--- config.mk ---
export PLATFORM = sky130hd
export DESIGN_NAME = matrix_decompiler
export DESIGN_NICKNAME = d
export VERILOG_FILES = /design/src/rtl/matrix_decompiler_pkg.sv /design/src/rtl/matrix_decompiler_dibit_deserializer.sv /design/src/rtl/matrix_decompiler.sv
export SDC_FILE = /design/constraint.sdc
export NUM_CORES = 1
export LEC_CHECK = 0
export ABC_CLOCK_PERIOD_IN_PS = 6700
export BUFFER_PORTS_ARGS = -buffer_cell sky130_fd_sc_hd__buf_2
export CAP_MARGIN = 10
export CORE_ASPECT_RATIO = 0.8
export CORE_MARGIN = 2
export CORE_UTILIZATION = 45
export DETAILED_ROUTE_END_ITERATION = 8
export GPL_ROUTABILITY_DRIVEN = 0
export GPL_TIMING_DRIVEN = 0
export HOLD_SLACK_MARGIN = 0.15
export SLEW_MARGIN = 20
export SYNTH_ARGS = -nofsm -noshare
export SYNTH_HDL_FRONTEND = slang
export SYNTH_SLANG_ARGS = --single-unit
--- constraint.sdc ---
create_clock -name eth_refclk -period 6.7 [get_ports eth_refclk]
set_clock_uncertainty 0.2 [all_clocks]
set_input_delay 1.34 -clock eth_refclk [delete_from_list [all_inputs] [get_ports eth_refclk]]
set_output_delay 1.34 -clock eth_refclk [all_outputs]
set_load 0.005 [all_outputs]
--- src/rtl/matrix_decompiler_pkg.sv ---
// Shared definitions for the RMII matrix frame path (transmit and receive sides).
// Frame: 01 preamble dibits, 11 SFD, header bytes R and C, then row-major elements.
package matrix_decompiler_pkg;

  typedef enum logic [2:0] {
    IDLE    = 3'd0,
    PRE     = 3'd1,
    HDR_R   = 3'd2,
    HDR_C   = 3'd3,
    PAYLOAD = 3'd4,
    DRAIN   = 3'd5
  } rx_state_t;

  localparam logic [1:0] PREAMBLE_DIBIT = 2'b01;
  localparam logic [1:0] SFD_DIBIT      = 2'b11;
  localparam int         HDR_BITS       = 8;
  localparam int         HDR_DIBITS     = HDR_BITS / 2;

  function automatic int max_int(input int a, input int b);
    return (a > b) ? a : b;
  endfunction

endpackage

--- src/rtl/matrix_decompiler_dibit_deserializer.sv ---
// Assembles LSB-first dibits into a word; the first dibit lands in bits[1:0].
// word/word_done are combinational and include the dibit sampled on this edge.
module dibit_deserializer #(
  parameter int WIDTH = 8
) (
  input  logic                         eth_refclk,
  input  logic                         rst_n,
  input  logic                         shift_en,
  input  logic                         clear,
  input  logic [1:0]                   din,
  input  logic [$clog2(WIDTH/2):0]     target,
  output logic [WIDTH-1:0]             word,
  output logic                         word_done
);

  localparam int CW = $clog2(WIDTH/2) + 1;

  logic [WIDTH-1:0] shreg;
  logic [CW-1:0]    cnt;

  // Slot-indexed write keeps short words (headers) aligned at bit 0 in a wide register.
  always_comb begin
    word = shreg;
    for (int i = 0; i < WIDTH/2; i++) begin
      if (cnt == CW'(i)) word[2*i +: 2] = din;
    end
  end

  assign word_done = shift_en && (cnt == target - 1'b1);

  always_ff @(posedge eth_refclk or negedge rst_n) begin
    if (!rst_n) begin
      shreg <= '0;
      cnt   <= '0;
    end else if (clear) begin
      shreg <= '0;
      cnt   <= '0;
    end else if (shift_en) begin
      shreg <= word;
      cnt   <= word_done ? '0 : cnt + 1'b1;
    end
  end

endmodule

--- src/rtl/matrix_decompiler.sv ---
// RMII receiver that rebuilds a matrix frame as (row, col, element) write strobes.
// Output handshake: valid_data_out is a 1-cycle strobe with no ready; the sink must accept every strobe.
module matrix_decompiler
  import matrix_decompiler_pkg::*;
#(
  parameter int MAX_ELEMENT_SIZE = 8,
  parameter int MAX_SIZE_A       = 32,
  parameter int MAX_SIZE_B       = 32,
  parameter int MIN_PREAMBLE     = 4
) (
  input  logic                          eth_refclk,
  input  logic                          rst_n,
  input  logic                          crsdv,
  input  logic [1:0]                    rxd,
  output logic [$clog2(MAX_SIZE_A)-1:0] row_addr,
  output logic [$clog2(MAX_SIZE_B)-1:0] col_addr,
  output logic [MAX_ELEMENT_SIZE-1:0]   matrix_element,
  output logic                          valid_data_out,
  output logic [$clog2(MAX_SIZE_A)-1:0] num_rows,
  output logic [$clog2(MAX_SIZE_B)-1:0] num_cols,
  output logic                          frame_done,
  output logic                          frame_err,
  output logic [2:0]                    state_dbg
);

  localparam int AW = $clog2(MAX_SIZE_A);
  localparam int BW = $clog2(MAX_SIZE_B);
  localparam int DW = max_int(HDR_BITS, MAX_ELEMENT_SIZE);
  localparam int TW = $clog2(DW/2) + 1;
  localparam int PW = $clog2(MIN_PREAMBLE) + 1;
  localparam logic [TW-1:0] HDR_TGT  = TW'(HDR_DIBITS);
  localparam logic [TW-1:0] ELEM_TGT = TW'(MAX_ELEMENT_SIZE/2);

  rx_state_t     state, next_state;
  logic [PW-1:0] pre_cnt;
  logic [AW-1:0] r_pend, row;
  logic [BW-1:0] col;
  logic [DW-1:0] word;
  logic          word_done, shift_en, clear, active;
  logic [TW-1:0] target;
  logic          over_a, over_b, last_elem, pre_ok;
  logic          elem_set, done_set, err_set;

  assign state_dbg = state;
  assign active    = (state == HDR_R) || (state == HDR_C) || (state == PAYLOAD);
  assign over_a    = {1'b0, word[HDR_BITS-1:0]} >= 9'(MAX_SIZE_A);
  assign over_b    = {1'b0, word[HDR_BITS-1:0]} >= 9'(MAX_SIZE_B);
  assign last_elem = (row == num_rows) && (col == num_cols);
  assign pre_ok    = pre_cnt >= PW'(MIN_PREAMBLE);

  dibit_deserializer #(.WIDTH(DW)) u_deser (
    .eth_refclk (eth_refclk),
    .rst_n      (rst_n),
    .shift_en   (shift_en),
    .clear      (clear),
    .din        (rxd),
    .target     (target),
    .word       (word),
    .word_done  (word_done)
  );

  always_ff @(posedge eth_refclk or negedge rst_n) begin
    if (!rst_n) state <= IDLE;
    else        state <= next_state;
  end

  always_comb begin
    next_state = state;
    case (state)
      IDLE:    if (crsdv && rxd == PREAMBLE_DIBIT) next_state = PRE;
      PRE: begin
        if (!crsdv)                           next_state = IDLE;
        else if (rxd == SFD_DIBIT && pre_ok)  next_state = HDR_R;
        else if (rxd != PREAMBLE_DIBIT)       next_state = DRAIN;
      end
      HDR_R: begin
        if (!crsdv)         next_state = IDLE;
        else if (word_done) next_state = over_a ? DRAIN : HDR_C;
      end
      HDR_C: begin
        if (!crsdv)         next_state = IDLE;
        else if (word_done) next_state = over_b ? DRAIN : PAYLOAD;
      end
      PAYLOAD: begin
        if (!crsdv)                       next_state = IDLE;
        else if (word_done && last_elem)  next_state = DRAIN;
      end
      DRAIN:   if (!crsdv) next_state = IDLE;
      default: next_state = IDLE;
    endcase
  end

  always_comb begin
    shift_en = crsdv && active;
    clear    = !active;
    target   = (state == PAYLOAD) ? ELEM_TGT : HDR_TGT;
    elem_set = (state == PAYLOAD) && word_done;
    done_set = elem_set && last_elem;
    err_set  = (active && !crsdv)
            || ((state == HDR_R) && word_done && over_a)
            || ((state == HDR_C) && word_done && over_b);
  end

  always_ff @(posedge eth_refclk or negedge rst_n) begin
    if (!rst_n) begin
      pre_cnt        <= '0;
      r_pend         <= '0;
      row            <= '0;
      col            <= '0;
      row_addr       <= '0;
      col_addr       <= '0;
      matrix_element <= '0;
      valid_data_out <= 1'b0;
      num_rows       <= '0;
      num_cols       <= '0;
      frame_done     <= 1'b0;
      frame_err      <= 1'b0;
    end else begin
      valid_data_out <= elem_set;
      frame_done     <= done_set;
      frame_err      <= err_set;
      if (state == IDLE && next_state == PRE) pre_cnt <= PW'(1);
      else if (state == PRE && crsdv && rxd == PREAMBLE_DIBIT && pre_cnt != '1)
        pre_cnt <= pre_cnt + 1'b1;
      if (state == HDR_R && word_done && !over_a) r_pend <= word[AW-1:0];
      // Geometry is committed only once both header bytes are known to be legal.
      if (state == HDR_C && word_done && !over_b) begin
        num_rows <= r_pend;
        num_cols <= word[BW-1:0];
        row      <= '0;
        col      <= '0;
      end
      if (elem_set) begin
        row_addr       <= row;
        col_addr       <= col;
        matrix_element <= word[MAX_ELEMENT_SIZE-1:0];
        if (col == num_cols) begin
          col <= '0;
          row <= row + 1'b1;
        end else begin
          col <= col + 1'b1;
        end
      end
    end
  end

endmodule

==> results.md, run 1 <==
| Parameter | Value | Unit |
|---|---|---|
| Run status | finished clean | - |
| Standard cell core area | 6860 | µm² |
| Effective utilization at floorplan | 0.464 | - |
| Commonest cells in the synthesized netlist | sky130_fd_sc_hd__nand2_1, sky130_fd_sc_hd__dfrtp_1, sky130_fd_sc_hd__nor2_1 | - |
| Proportion of power drawn by flip-flops and latches | 0.512 | - |
| Pin count of the biggest net entering global routing | 41 | - |
| Post-CTS repair timing setup buffer count | 0 | - |
| Mean instance size in the synthesized netlist | 10.3 | µm² |
| Share of the synthesized area in the top cell type | 0.495 | - |
| Number of standard cells after synthesis | 310 | - |
| Kind of capture point of the worst setup path | flop | - |
| Total area of multi-input combinational cells | 1490 | µm² |
| FILL cells | 629 | - |
| Power density of the placed cells | 208 | nW/µm² |
| Post-CTS Hold Fix Bufs | 0 | - |
| Full die area | 7760 | µm² |
| Number of enable flip-flop cells after synthesis | 0 | - |
| Site row count | 27 | - |
| Final antenna-violating net count | 0 | - |
| Routed wirelength normalized by instance count | 14.8 | µm |
| Storage cell area | 1580 | µm² |
| Synth async-reset ratio | 1.00 | - |
| Worst slew pin tran | 0.534 | ns |
| Number of nets produced by synthesis | 323 | - |
| Number of buffer cells added on primary ports | 37 | - |
| Post-Synthesis Cell Area | 3180 | µm² |
| Most repeated cell in the gate-level netlist after synthesis | sky130_fd_sc_hd__nand2_1 | - |
| Worst-case headroom to the max-slew limit | 0.644 | - |
| Estimated wirelength of the detail-placed design | 4750 | µm |
| Net count of the finished layout | 372 | - |
| Total negative slack | 0 | ns |
| Critical path peak fanout | 10 | - |
| Clock Tree Root | sky130_fd_sc_hd__clkbuf_8 | - |
| Distinct cell type count after synthesis | 52 | - |
| Setup slack of the most critical reg-to-reg path | 4.34 | ns |
| Die Span X | 98.0 | µm |
| Vias in the first global route | 2,231 | - |
| Worst Min Path Start | row_addr[1]$_DFFE_PN0P_ | - |
| Length in cells of the worst reg-to-reg path | 6 | - |
| Comb power frac | 0.065 | - |
| Cell-by-cell trace of the critical path | buf_2 > and2b_1 > and3_2 > buf_4 > nand4_4 > buf_6 > mux2_4 | - |
| Startpoint types | primary input | - |
| GRT Total Usage | 0.190 | - |
| Antenna Diode Count | 0 | - |
| Area Overhead vs Synth | 15.9 | % |
| Data arrival time at the worst-slack endpoint | 2.69 | ns |
| Clock buffer count from CTS | 9 | - |
| Sink Count | 63 | - |
| Number of top-level pins | 39 | - |
| Worst min path class | reg -> reg | - |
| Total Wirelength | 6670 | µm |
| Antenna violations before repair | 0 | - |
| Final cycle utilization of the critical path | 0.398 | - |
| GRT overflow | 0 | - |
| Remaining design rule violation count | 0 | - |
| Clock Path Buffers | 2 | - |
| Final setup violation count | 0 | - |
| Via density | 5.17 | - |
| Static Leak | 1.93 | nW |
| Switching share of power | 0.237 | - |
| Clock insertion delay at the later pin of the skew report | 0.34 | ns |
| Peak supply drop | 0.109 | mV |
| Most frequently used flop master after synthesis | sky130_fd_sc_hd__dfrtp_1 | - |
| Internal Dissipation | 0.585 | mW |
| Via count | 2,333 | - |
| Delay of the slowest cell on the worst path | 0.31 | ns |
| Die boundary height | 79.2 | µm |
| Critical-path top delay cell | sky130_fd_sc_hd__mux2_4 | - |
| Data required time at the worst endpoint | 6.73 | ns |
| Maximum Capacitance Violations | 0 | - |
| Yosys top cell by area | sky130_fd_sc_hd__dfrtp_1 | - |
| H-tree depth reported by CTS | 3 | - |
| First-pass iteration count of the detailed router | 4 | - |
| Worst Hold Path Cells | 2 | - |
| TritonCTS clock tree | yes | - |
| First-pass GRT wire length | 11,500 | µm |
| Number of instances resized during post-cts repair | 0 | - |
| Sequential share of the synthesized area | 0.495 | - |
| R2R Path Start | u_deser.cnt[0]$_DFFE_PN0P_ | - |
| Part of the power in the clock network | 0.422 | - |
| Final hold slack | 0.266 | ns |
| Initial DRC Count | 119 | - |
| Synth warnings | 0 | - |
| Achievable frequency | 375 | MHz |
| Minimum clock period after layout | 2.67 | ns |
| Fraction of final layout cells with drive strength greater than 1 | 0.250 | - |
| RSZ-0062 raised after global routing | no | - |
| Capture instance of the worst register-to-register path | r_pend[1]$_DFFE_PN0P_ | - |
| Top post-synthesis cells by area | sky130_fd_sc_hd__dfrtp_1, sky130_fd_sc_hd__nand2_1, sky130_fd_sc_hd__mux2_4, sky130_fd_sc_hd__ha_1, sky130_fd_sc_hd__o21ai_0 | - |
| Number of flip-flops and latches in the synthesized netlist | 63 | - |
| Net switching power figure | 0.182 | mW |
| Final hold viol count | 0 | - |
| Worst Setup Path Type | in -> reg | - |
| Clock-pin slew on the worst setup and hold paths | 0.07 | ns |
| Endpoint of the worst hold-timing path | row_addr[1]$_DFFE_PN0P_ | - |
| Number of max-slew violations in the final report | 0 | - |
## layout by cell type, fill, tap and decap left out, types with 2 or more instances in the layout
master                      n
sky130_fd_sc_hd__a211oi_1   7
sky130_fd_sc_hd__a21o_1     2
sky130_fd_sc_hd__a21oi_1    8
sky130_fd_sc_hd__a22o_1     4
sky130_fd_sc_hd__a31oi_1    3
sky130_fd_sc_hd__and2b_2    2
sky130_fd_sc_hd__and3_1     2
sky130_fd_sc_hd__buf_2     40
sky130_fd_sc_hd__buf_4      3
sky130_fd_sc_hd__buf_6      2
sky130_fd_sc_hd__clkbuf_1   9
sky130_fd_sc_hd__clkbuf_8  10
sky130_fd_sc_hd__clkinv_2   3
sky130_fd_sc_hd__dfrtp_1   63
sky130_fd_sc_hd__ha_1       8
sky130_fd_sc_hd__inv_1      6
sky130_fd_sc_hd__mux2_2     8
sky130_fd_sc_hd__mux2_4     9
sky130_fd_sc_hd__mux2i_1    6
sky130_fd_sc_hd__nand2_1   69
sky130_fd_sc_hd__nand2b_1   4
sky130_fd_sc_hd__nand3_1    9
sky130_fd_sc_hd__nor2_1    19
sky130_fd_sc_hd__nor3_1     4
sky130_fd_sc_hd__nor3b_1    4
sky130_fd_sc_hd__o21a_1     2
sky130_fd_sc_hd__o21ai_0   18
sky130_fd_sc_hd__o21bai_1   2
sky130_fd_sc_hd__o22ai_1    2
sky130_fd_sc_hd__xnor2_1    3
sky130_fd_sc_hd__xor2_1     8
## how the worst max path moves through the flow
stage	endpoint	cells past startpoint	start	slack [ns]
6_report	num_rows[3]$_DFFE_PN0P_	7	crsdv	4.03
4_1_cts	r_pend[1]$_DFFE_PN0P_	6	crsdv	4.06
3_3_place_gp	num_rows[3]$_DFFE_PN0P_	7	crsdv	3.69
2_1_floorplan	num_cols[1]$_DFFE_PN0P_	5	rxd[1]	3.92
5_1_grt	r_pend[1]$_DFFE_PN0P_	6	crsdv	3.99
3_5_place_dp	num_rows[3]$_DFFE_PN0P_	7	crsdv	3.69
## routing by layer
layer  up-vias  track usage  wire length, µm  share of wire
met5         -            0                0              0
met4         0       0.0667               87          0.013
met3         9       0.0511              260          0.039
met2        41        0.284             2940           0.44
met1      1118        0.267             3380           0.51
li1       1165            -                -              -
## stage by stage
step	worst slack [ns]	total power [mW]	instances	utilization	instance area (µm²)
after floorplan	3.92	0.429	310	-	3180
after global placement	3.69	0.448	434	0.507	3480
after detailed placement	3.69	0.451	435	0.510	3500
after CTS	4.06	0.778	451	0.538	3690
after global routing	3.99	0.801	451	0.538	3690
final	4.03	0.767	451	0.538	3690
## area by class of cell
| cell class | count | area share |
|---|---|---|
| flip-flops and latches | 63 | 0.427 |
| multi-input cells | 224 | 0.404 |
| repair buffers | 38 | 0.0563 |
| clock buffers | 12 | 0.0393 |
| well taps | 87 | 0.0295 |
| plain buffers | 16 | 0.0237 |
| clock inverters | 4 | 0.0122 |
| inverters | 7 | 0.00712 |
## cells by family after synthesis
kind of cell / share of synthesized area
compound gates: 0.114
xor+xnor: 0.0303
fa+ha+maj: 0.0315
buf+inv: 0.0358
flops: 0.495
mux: 0.0967
simple gates: 0.196
## registers in the layout, summed over array words and instances, names as in the netlist
name and flops:
matrix_element 8, u_deser.shreg 8, col 5, col_addr 5, num_cols 5, num_rows 5
r_pend 5, row 5, row_addr 5, pre_cnt 3, state_dbg 3, u_deser.cnt 3
frame_done 1, frame_err 1, valid_data_out 1
## power by group through the flow
stage	logic, mW	registers (mW)	clock network (mW)
floorplan	0.0300	0.399	0
global placement	0.0484	0.400	0
detailed placement	0.0512	0.400	0
CTS	0.0513	0.393	0.334
global route	0.0578	0.394	0.349
finish	0.0502	0.393	0.324
## critical path: cells and delay by family
kind | cells | cell delay, ns
and+or+nand+nor | 3 | 0.55
muxes | 1 | 0.31
buffers and inverters | 3 | 0.48
Note: power is estimated with default switching activity, not from simulation.
==> run 2, diff against run 1 <==
ABC_AREA = 1   (was unset)
ABC_CLOCK_PERIOD_IN_PS = 2400   (was 6700)
PLACE_DENSITY = 0.67   (was unset)
clock period = 2.4 ns   (was 6.7 ns; I/O delays follow)
==> run 2 against run 1 <==
Net effect:
- sequential power increased to 2.8 times the previous value
- cell count grew 7.5%
- sequential cell count did not move
- clock-buffer cell count is 1 lower
- register-to-register slack got worse by 4.1 ns
- first-iteration DRC count rose by 19%
- non-clock buffer count decreased by 9
- highest routed layer unchanged
==> results.md, run 2 <==
| Parameter | Value | Unit | vs previous |
|---|---|---|---|
| Clock insertion delay at the later pin of the skew report | 0.34 | ns | about the same |
| Clock-pin slew on the worst setup and hold paths | 0.07 | ns | about the same |
| Full die area | 7470 | µm² | was 7760 µm² |
| Standard cell core area | 6470 | µm² | was 6860 µm² |
| Clock buffer count from CTS | 9 | - | unchanged |
| Worst min path class | in -> reg | - | was reg -> reg |
| Power density of the placed cells | 586 | nW/µm² | was 208 nW/µm² |
| Area of all placed cells without fillers | 3540 | µm² | was 3690 µm² |
| Data required time at the worst endpoint | 2.41 | ns | was 6.73 ns |
| Number of top-level pins | 39 | - | unchanged |
| Kind of capture point of the worst setup path | flop | - | unchanged |
| Synth async-reset ratio | 1.00 | - | unchanged |
| H-tree depth reported by CTS | 3 | - | unchanged |
| Clock Path Buffers | 2 | - | unchanged |
| Initial DRC Count | 142 | - | was 119 |
| Remaining design rule violation count | 0 | - | unchanged |
| Run status | finished clean | - | unchanged |
| Crit path max-delay family | simple AND/OR/NAND/NOR gates | - | unchanged |
| Top post-synthesis cells by area | sky130_fd_sc_hd__dfrtp_1, sky130_fd_sc_hd__nand2_1, sky130_fd_sc_hd__inv_1, sky130_fd_sc_hd__o21ai_1, sky130_fd_sc_hd__nand3_1 | - | was sky130_fd_sc_hd__dfrtp_1, sky130_fd_sc_hd__nand2_1, sky130_fd_sc_hd__mux2_4, sky130_fd_sc_hd__ha_1, sky130_fd_sc_hd__o21ai_0 |
| Post-Synthesis Cell Area | 3060 | µm² | was 3180 µm² |
| Effective utilization at floorplan | 0.472 | - | was 0.464 |
| Critical path buffers and inverters | 2 | - | was 3 |
| Final setup violation count | 0 | - | unchanged |
| Peak supply drop | 0.267 | mV | was 0.109 mV |
| Post-place instance area | 3370 | µm² | was 3500 µm² |
| Number of nets produced by synthesis | 360 | - | was 323 |
| Number of standard cells in the layout, taps in and fillers out | 485 | - | was 451 |
| Top library cells by usage in the layout, fill and taps aside | sky130_fd_sc_hd__nand2_1, sky130_fd_sc_hd__dfrtp_1, sky130_fd_sc_hd__inv_1, sky130_fd_sc_hd__buf_2, sky130_fd_sc_hd__o21ai_1 | - | was sky130_fd_sc_hd__nand2_1, sky130_fd_sc_hd__dfrtp_1, sky130_fd_sc_hd__buf_2, sky130_fd_sc_hd__nor2_1, sky130_fd_sc_hd__o21ai_0 |
| FILL cells | 608 | - | was 629 |
| First-pass iteration count of the detailed router | 4 | - | unchanged |
| Net count of the finished layout | 410 | - | was 372 |
| Worst Setup Path Type | reg -> reg | - | was in -> reg |
| Die boundary height | 77.7 | µm | was 79.2 µm |
| GRT overflow | 0 | - | unchanged |
| Worst-case headroom to the max-slew limit | 0.635 | - | was 0.644 |
| Fraction of final layout cells with drive strength greater than 1 | 0.214 | - | was 0.250 |
| Critical-path top delay cell | sky130_fd_sc_hd__dfrtp_1 | - | was sky130_fd_sc_hd__mux2_4 |
| Number of standard cells after synthesis | 347 | - | was 310 |
| Estimated wirelength of the detail-placed design | 4900 | µm | was 4750 µm |
| Adder-cell share of the synthesized area | 0.0327 | - | was 0.0315 |
| Critical path peak fanout | 10 | - | unchanged |
| Total negative slack | 0 | ns | unchanged |
| Clock Tree Root | sky130_fd_sc_hd__clkbuf_8 | - | unchanged |
| Post-route total power | 2.08 | mW | was 0.767 mW |
| Antenna Diode Count | 0 | - | unchanged |
| Static Leak | 1.81 | nW | was 1.93 nW |
| Pin count of the biggest net entering global routing | 36 | - | was 41 |
| Combinational family with the most area after synthesis | simple AND/OR/NAND/NOR gates | - | unchanged |
| Antenna violations before repair | 0 | - | unchanged |
| Worst slew pin tran | 0.547 | ns | was 0.534 ns |
| Via count | 2,451 | - | was 2,333 |
| Final cycle utilization of the critical path | 0.899 | - |  |
| Die Span X | 96.1 | µm | was 98.0 µm |
| Number of buffer cells added on primary ports | 37 | - | unchanged |
| Maximum Capacitance Violations | 0 | - | unchanged |
| Worst setup slack after layout | 0.243 | ns | was 4.03 ns |
| Synth warnings | 0 | - | unchanged |
| Largest registers | matrix_element: 8 flops, u_deser.shreg: 8 flops | - | unchanged |
| Post-CTS repair timing setup buffer count | 0 | - | unchanged |
| Number of max-slew violations in the final report | 0 | - | unchanged |
| Pre-CTS setup slack | 0.251 | ns | was 3.69 ns |
| Achievable frequency | 464 | MHz |  |
| Xor and xnor fraction of the mapped netlist area | 0.0229 | - | was 0.0303 |
| Final hold slack | 0.226 | ns | was 0.266 ns |
| Total Wirelength | 6640 | µm | was 6670 µm |
| Final hold viol count | 0 | - | unchanged |
| Data arrival time at the worst-slack endpoint | 2.16 | ns | was 2.69 ns |
| Compound-gate portion of the synthesized area | 0.120 | - | was 0.114 |
| First-pass GRT wire length | 11,300 | µm | was 11,500 µm |
| Final antenna-violating net count | 0 | - | unchanged |
| Minimum clock period after layout | 2.16 | ns |  |
| Mean instance size in the synthesized netlist | 8.81 | µm² | was 10.3 µm² |
| Cell-by-cell trace of the critical path | ha_1 > nand2_4 > nor3_4 > inv_2 > buf_1 > nand2_1 > o21ai_1 | - | was buf_2 > and2b_1 > and3_2 > buf_4 > nand4_4 > buf_6 > mux2_4 |
| Commonest cells in the synthesized netlist | sky130_fd_sc_hd__nand2_1, sky130_fd_sc_hd__dfrtp_1, sky130_fd_sc_hd__inv_1 | - | was sky130_fd_sc_hd__nand2_1, sky130_fd_sc_hd__dfrtp_1, sky130_fd_sc_hd__nor2_1 |
| Most repeated cell in the gate-level netlist after synthesis | sky130_fd_sc_hd__nand2_1 | - | unchanged |
| Mux cell area share after synthesis | 0 | - | was 0.0967 |
| GRT Total Usage | 0.200 | - | was 0.190 |
| Share of the synthesized area in the top cell type | 0.516 | - | was 0.495 |
| Delay of the slowest cell on the worst path | 0.39 | ns | was 0.31 ns |
| Vias in the first global route | 2,296 | - | was 2,231 |
| Distinct cell type count after synthesis | 33 | - | was 52 |
| Most frequent standard cell in the layout excluding fill and tap cells | sky130_fd_sc_hd__nand2_1 | - | unchanged |
| Area Overhead vs Synth | 15.9 | % | about the same |
| Startpoint types | flop | - | was primary input |
| Via density | 5.05 | - | was 5.17 |
| TritonCTS clock tree | yes | - | unchanged |
| Most frequently used flop master after synthesis | sky130_fd_sc_hd__dfrtp_1 | - | unchanged |
| Basic-gate share of the synthesized area counting and, or, nand and nor cells | 0.242 | - | was 0.196 |
| Final design utilization | 0.547 | - | was 0.538 |
| Number of enable flip-flop cells after synthesis | 0 | - | unchanged |
| Number of flip-flops and latches in the synthesized netlist | 63 | - | unchanged |
| Routed wirelength normalized by instance count | 13.7 | µm | was 14.8 µm |
| Sequential share of the synthesized area | 0.516 | - | was 0.495 |
| Sink Count | 63 | - | unchanged |
| Number of instances in the placed design | 469 | - | was 435 |
| RSZ-0062 raised after global routing | no | - | unchanged |
| Yosys top cell by area | sky130_fd_sc_hd__dfrtp_1 | - | unchanged |
| Site row count | 26 | - | was 27 |
[run 2: final cells by class]
class | count | area (µm²) | area share
timing repair buffer | 39 | 218 | 0.0614
inverter | 44 | 165 | 0.0466
multi-input combinational | 234 | 1270 | 0.359
buffer | 6 | 41.3 | 0.0117
clock buffer | 11 | 141 | 0.0399
clock inverter | 4 | 22.5 | 0.00636
sequential | 63 | 1580 | 0.445
tap | 84 | 105 | 0.0297
[run 2: per-layer routing]
| layer | up-vias | global-route usage | part of all wire |
|---|---|---|---|
| met4 | 0 | 0.0400 | 0.0086 |
| met1 | 1162 | 0.289 | 0.49 |
| met3 | 7 | 0.0680 | 0.051 |
| li1 | 1236 | - | - |
| met2 | 46 | 0.292 | 0.45 |
| met5 | - | 0 | 0 |
[run 2: path summary, 6_finish.rpt]
check	start	end	slack [ns]	depth (start not counted)
worst max-delay path	u_deser.cnt[0]$_DFFE_PN0P_	row_addr[4]$_DFFE_PN0P_	0.24	7
worst min-delay path	crsdv	u_deser.cnt[2]$_DFFE_PN0P_	0.23	2
worst max register to register	u_deser.cnt[0]$_DFFE_PN0P_	row_addr[4]$_DFFE_PN0P_	0.24	7
worst min register to register	row_addr[2]$_DFFE_PN0P_	row_addr[2]$_DFFE_PN0P_	0.29	2
max in group asynchronous	rst_n	num_rows[3]$_DFFE_PN0P_	1.09	3
min in group asynchronous	rst_n	state_dbg[2]$_DFF_PN0_	0.40	2
[run 2: where the power goes]
part | switching [mW] | total (mW) | internal, mW | leakage [nW]
Combinational | 0.113 | 0.172 | 0.0585 | 0.929
Sequential | 0.0257 | 1.12 | 1.09 | 0.793
Clock | 0.394 | 0.786 | 0.392 | 0.0850
[run 2: kinds of logic (layout without fill, tap and decap cells)]
kind of cell	Yosys count	after routing
DFF	63	63
buffers and inverters	50	104
xor gates and xnor gates	8	8
adders and majority gates	8	8
and+or+nand+nor	154	154
AOI/OAI and AO/OA	64	64
[run 2: timing repair]
item	4_1_cts	5_1_grt
hold endpoints to repair	28	0
hold buffers	1	0
gates resized for setup	0	0
==> run 3, diff against run 2 <==
ABC_AREA = unset   (was 1)
ABC_CLOCK_PERIOD_IN_PS = 1800   (was 2400)
REMOVE_ABC_BUFFERS = 1   (was unset)
clock period = 1.8 ns   (was 2.4 ns; I/O delays follow)
==> run 3 against run 2 <==
Net effect:
- highest routed layer unchanged
- total power is 33% higher
- clock power grew 32%
- worst setup slack lost 0.63 ns
- cell count fell by 2.1%
- utilization increased by 6.5 points
- via count grew 4.7%
- clock-buffer cell count rose by 2
- the flow now finishes with violations (negative setup slack)
- sequential share of layout area is 6.8 points lower
- maximum frequency decreased by 1.4%
==> results.md, run 3 (synthesis results as in run 1) <==
| Parameter | Value | Unit | vs previous |
|---|---|---|---|
| Worst setup slack after layout | -0.388 | ns | was 0.243 ns |
| Clock insertion delay at the later pin of the skew report | 0.33 | ns | was 0.34 ns |
| Site row count | 27 | - | was 26 |
| Power density of the placed cells | 657 | nW/µm² | was 586 nW/µm² |
| Remaining design rule violation count | 0 | - | unchanged |
| Via count | 2,567 | - | was 2,451 |
| Number of max-slew violations in the final report | 0 | - | unchanged |
| Effective utilization at floorplan | 0.464 | - | was 0.472 |
| Clock Tree Root | sky130_fd_sc_hd__clkbuf_8 | - | unchanged |
| Worst slew pin tran | 0.571 | ns | was 0.547 ns |
| Area Overhead vs Synth | 31.9 | % | was 15.9% |
| Number of instances in the placed design | 420 | - | was 469 |
| Pin count of the biggest net entering global routing | 48 | - | was 36 |
| Full die area | 7760 | µm² | was 7470 µm² |
| Post-route total power | 2.76 | mW | was 2.08 mW |
| Run status | finished, violations left | - | was finished clean |
| Die boundary height | 79.2 | µm | was 77.7 µm |
| Violated checks | negative setup slack | - |  |
| Clock Path Buffers | 2 | - | unchanged |
| Number of standard cells in the layout, taps in and fillers out | 475 | - | was 485 |
| Clock buffer count from CTS | 9 | - | unchanged |
| Final setup violation count | 45 | - | was 0 |
| Part of the power in the clock network | 0.378 | - | about the same |
| Critical path peak fanout | 6 | - | was 10 |
| Static Leak | 2.11 | nW | was 1.81 nW |
| TritonCTS clock tree | yes | - | unchanged |
| Area of all placed cells without fillers | 4200 | µm² | was 3540 µm² |
| Maximum Capacitance Violations | 0 | - | unchanged |
| Data arrival time at the worst-slack endpoint | 2.20 | ns | was 2.16 ns |
| Final antenna-violating net count | 0 | - | unchanged |
| Worst min path class | in -> reg | - | unchanged |
| Die Span X | 98.0 | µm | was 96.1 µm |
| Critical-path top delay cell | sky130_fd_sc_hd__dfrtp_2 | - | was sky130_fd_sc_hd__dfrtp_1 |
| Switching share of power | 0.238 | - | was 0.257 |
| Vias in the first global route | 2,399 | - | was 2,296 |
| Cell-by-cell trace of the critical path | ha_4 > nor2b_4 > buf_6 > mux2i_4 > nand4_4 > buf_12 > mux2_4 | - | was ha_1 > nand2_4 > nor3_4 > inv_2 > buf_1 > nand2_1 > o21ai_1 |
| Clock-pin slew on the worst setup and hold paths | 0.06 | ns | was 0.07 ns |
| Comb power frac | 0.088 | - | was 0.083 |
| Crit path max-delay family | multiplexers | - | was simple AND/OR/NAND/NOR gates |
| H-tree depth reported by CTS | 3 | - | unchanged |
| GRT overflow | 0 | - | unchanged |
| First-pass GRT wire length | 12,300 | µm | was 11,300 µm |
| Initial DRC Count | 149 | - | was 142 |
| Total Wirelength | 8010 | µm | was 6640 µm |
| Most frequent standard cell in the layout excluding fill and tap cells | sky130_fd_sc_hd__nand2_1 | - | unchanged |
| Routed wirelength normalized by instance count | 16.9 | µm | was 13.7 µm |
| Largest registers | matrix_element: 8 flops, u_deser.shreg: 8 flops | - | unchanged |
| Number of buffer cells added on primary ports | 38 | - | was 37 |
| Startpoint types | flop | - | unchanged |
| Post-place instance area | 3420 | µm² | was 3370 µm² |
| Delay of the slowest cell on the worst path | 0.42 | ns | was 0.39 ns |
| Proportion of power drawn by flip-flops and latches | 0.533 | - | was 0.539 |
| Antenna Diode Count | 0 | - | unchanged |
| Standard cell core area | 6860 | µm² | was 6470 µm² |
| Sink Count | 63 | - | unchanged |
| Internal Dissipation | 2.10 | mW | was 1.54 mW |
| Top library cells by usage in the layout, fill and taps aside | sky130_fd_sc_hd__nand2_1, sky130_fd_sc_hd__dfrtp_1, sky130_fd_sc_hd__buf_2, sky130_fd_sc_hd__buf_4, sky130_fd_sc_hd__nor2_1 | - | was sky130_fd_sc_hd__nand2_1, sky130_fd_sc_hd__dfrtp_1, sky130_fd_sc_hd__inv_1, sky130_fd_sc_hd__buf_2, sky130_fd_sc_hd__o21ai_1 |
| Kind of capture point of the worst setup path | flop | - | unchanged |
| First-pass iteration count of the detailed router | 4 | - | unchanged |
| Net count of the finished layout | 398 | - | was 410 |
| Via density | 5.40 | - | was 5.05 |
| RSZ-0062 raised after global routing | yes | - | was no |
| Total negative slack | -11.03 | ns | was 0 ns |
| Worst-case headroom to the max-slew limit | 0.619 | - | was 0.635 |
| Worst Setup Path Type | reg -> reg | - | unchanged |
| Minimum clock period after layout | 2.19 | ns | was 2.16 ns |
| Fraction of final layout cells with drive strength greater than 1 | 0.397 | - | was 0.214 |
| Critical path buffers and inverters | 2 | - | unchanged |
| Number of top-level pins | 39 | - | unchanged |
| GRT Total Usage | 0.204 | - | was 0.200 |
| Final cycle utilization of the critical path | 1.22 | - | was 0.899 |
| Estimated wirelength of the detail-placed design | 4440 | µm | was 4900 µm |
| Data required time at the worst endpoint | 1.81 | ns | was 2.41 ns |
| Antenna violations before repair | 0 | - | unchanged |
| Peak supply drop | 0.481 | mV | was 0.267 mV |
| Net switching power figure | 0.657 | mW | was 0.533 mW |
| Achievable frequency | 457 | MHz | was 464 MHz |
| Final hold viol count | 0 | - | unchanged |
## run 3: cell count changes in the layout (fill, tap and decap cells not counted), moves of 5 or more
cell | previous run | this run
sky130_fd_sc_hd__nand2_1 | 89 | 64
sky130_fd_sc_hd__inv_1 | 39 | 5
sky130_fd_sc_hd__buf_6 | 2 | 10
sky130_fd_sc_hd__a211oi_1 | 0 | 5
sky130_fd_sc_hd__a21oi_1 | 11 | 5
sky130_fd_sc_hd__o21ai_1 | 28 | 6
sky130_fd_sc_hd__buf_4 | 2 | 24
sky130_fd_sc_hd__nand3_1 | 27 | 8
sky130_fd_sc_hd__mux2_2 | 0 | 8
sky130_fd_sc_hd__mux2_4 | 0 | 9
## run 3: what timing repair did
item,in CTS,in global routing
pin swaps,8,9
gates cloned,2,1
hold endpoints to repair,63,0
setup endpoints to repair,61,51
resized for setup,40,35
hold buffers,1,0
setup buffers,23,16
## run 3: path summary, 6_finish.rpt
path	end	cells after the start	slack (ns)	start
hold / removal	matrix_element[5]$_DFFE_PN0P_	3	0.19	rxd[1]
hold reg to reg	row_addr[1]$_DFFE_PN0P_	2	0.27	row_addr[1]$_DFFE_PN0P_
setup / recovery	num_cols[2]$_DFFE_PN0P_	7	-0.39	u_deser.cnt[1]$_DFFE_PN0P_
setup reg to reg	num_cols[2]$_DFFE_PN0P_	7	-0.39	u_deser.cnt[1]$_DFFE_PN0P_
min in group asynchronous	col[4]$_DFFE_PN0P_	2	0.24	rst_n
max in group asynchronous	state_dbg[1]$_DFF_PN0_	3	0.64	rst_n
## run 3: layout make-up
type,count,area (µm²)
multi-input cells,226,1690
clock buffers,13,159
inverters,7,33.8
flip-flops and latches,63,1580
clock inverters,1,5.00
well taps,87,109
repair buffers,78,616
fillers,548,2660
## run 3: tightest hold or removal path, cell delays in order
cell	delay, ns
sky130_fd_sc_hd__buf_2	0.17
sky130_fd_sc_hd__nand2_1	0.08
sky130_fd_sc_hd__a31oi_1	0.07
## run 3: power by group through the flow
stage / registers (mW) / logic [mW] / clock network [mW]
3_5_place_dp: 1.50 / 0.179 / 0
6_report: 1.47 / 0.243 / 1.04
2_1_floorplan: 1.49 / 0.0918 / 0
5_1_grt: 1.47 / 0.267 / 1.14
3_3_place_gp: 1.50 / 0.164 / 0
4_1_cts: 1.47 / 0.203 / 1.08
## run 3: routing by layer
layer	global-route usage	share of wire	vias up
met5	0	0	-
met4	0.0444	0.018	0
met3	0.0590	0.060	10
met2	0.329	0.48	73
met1	0.275	0.44	1265
li1	-	-	1219
## run 3: per-stage QoR
stage	utilization	setup WS (ns)	hold WS (ns)
after floorplan	-	-0.710	-0.136
final	0.612	-0.388	0.189
after detailed placement	0.499	-1.48	0.0521
after global placement	0.495	-1.42	0.252
after global routing	0.612	-0.450	0.209
after CTS	0.583	-0.381	0.174
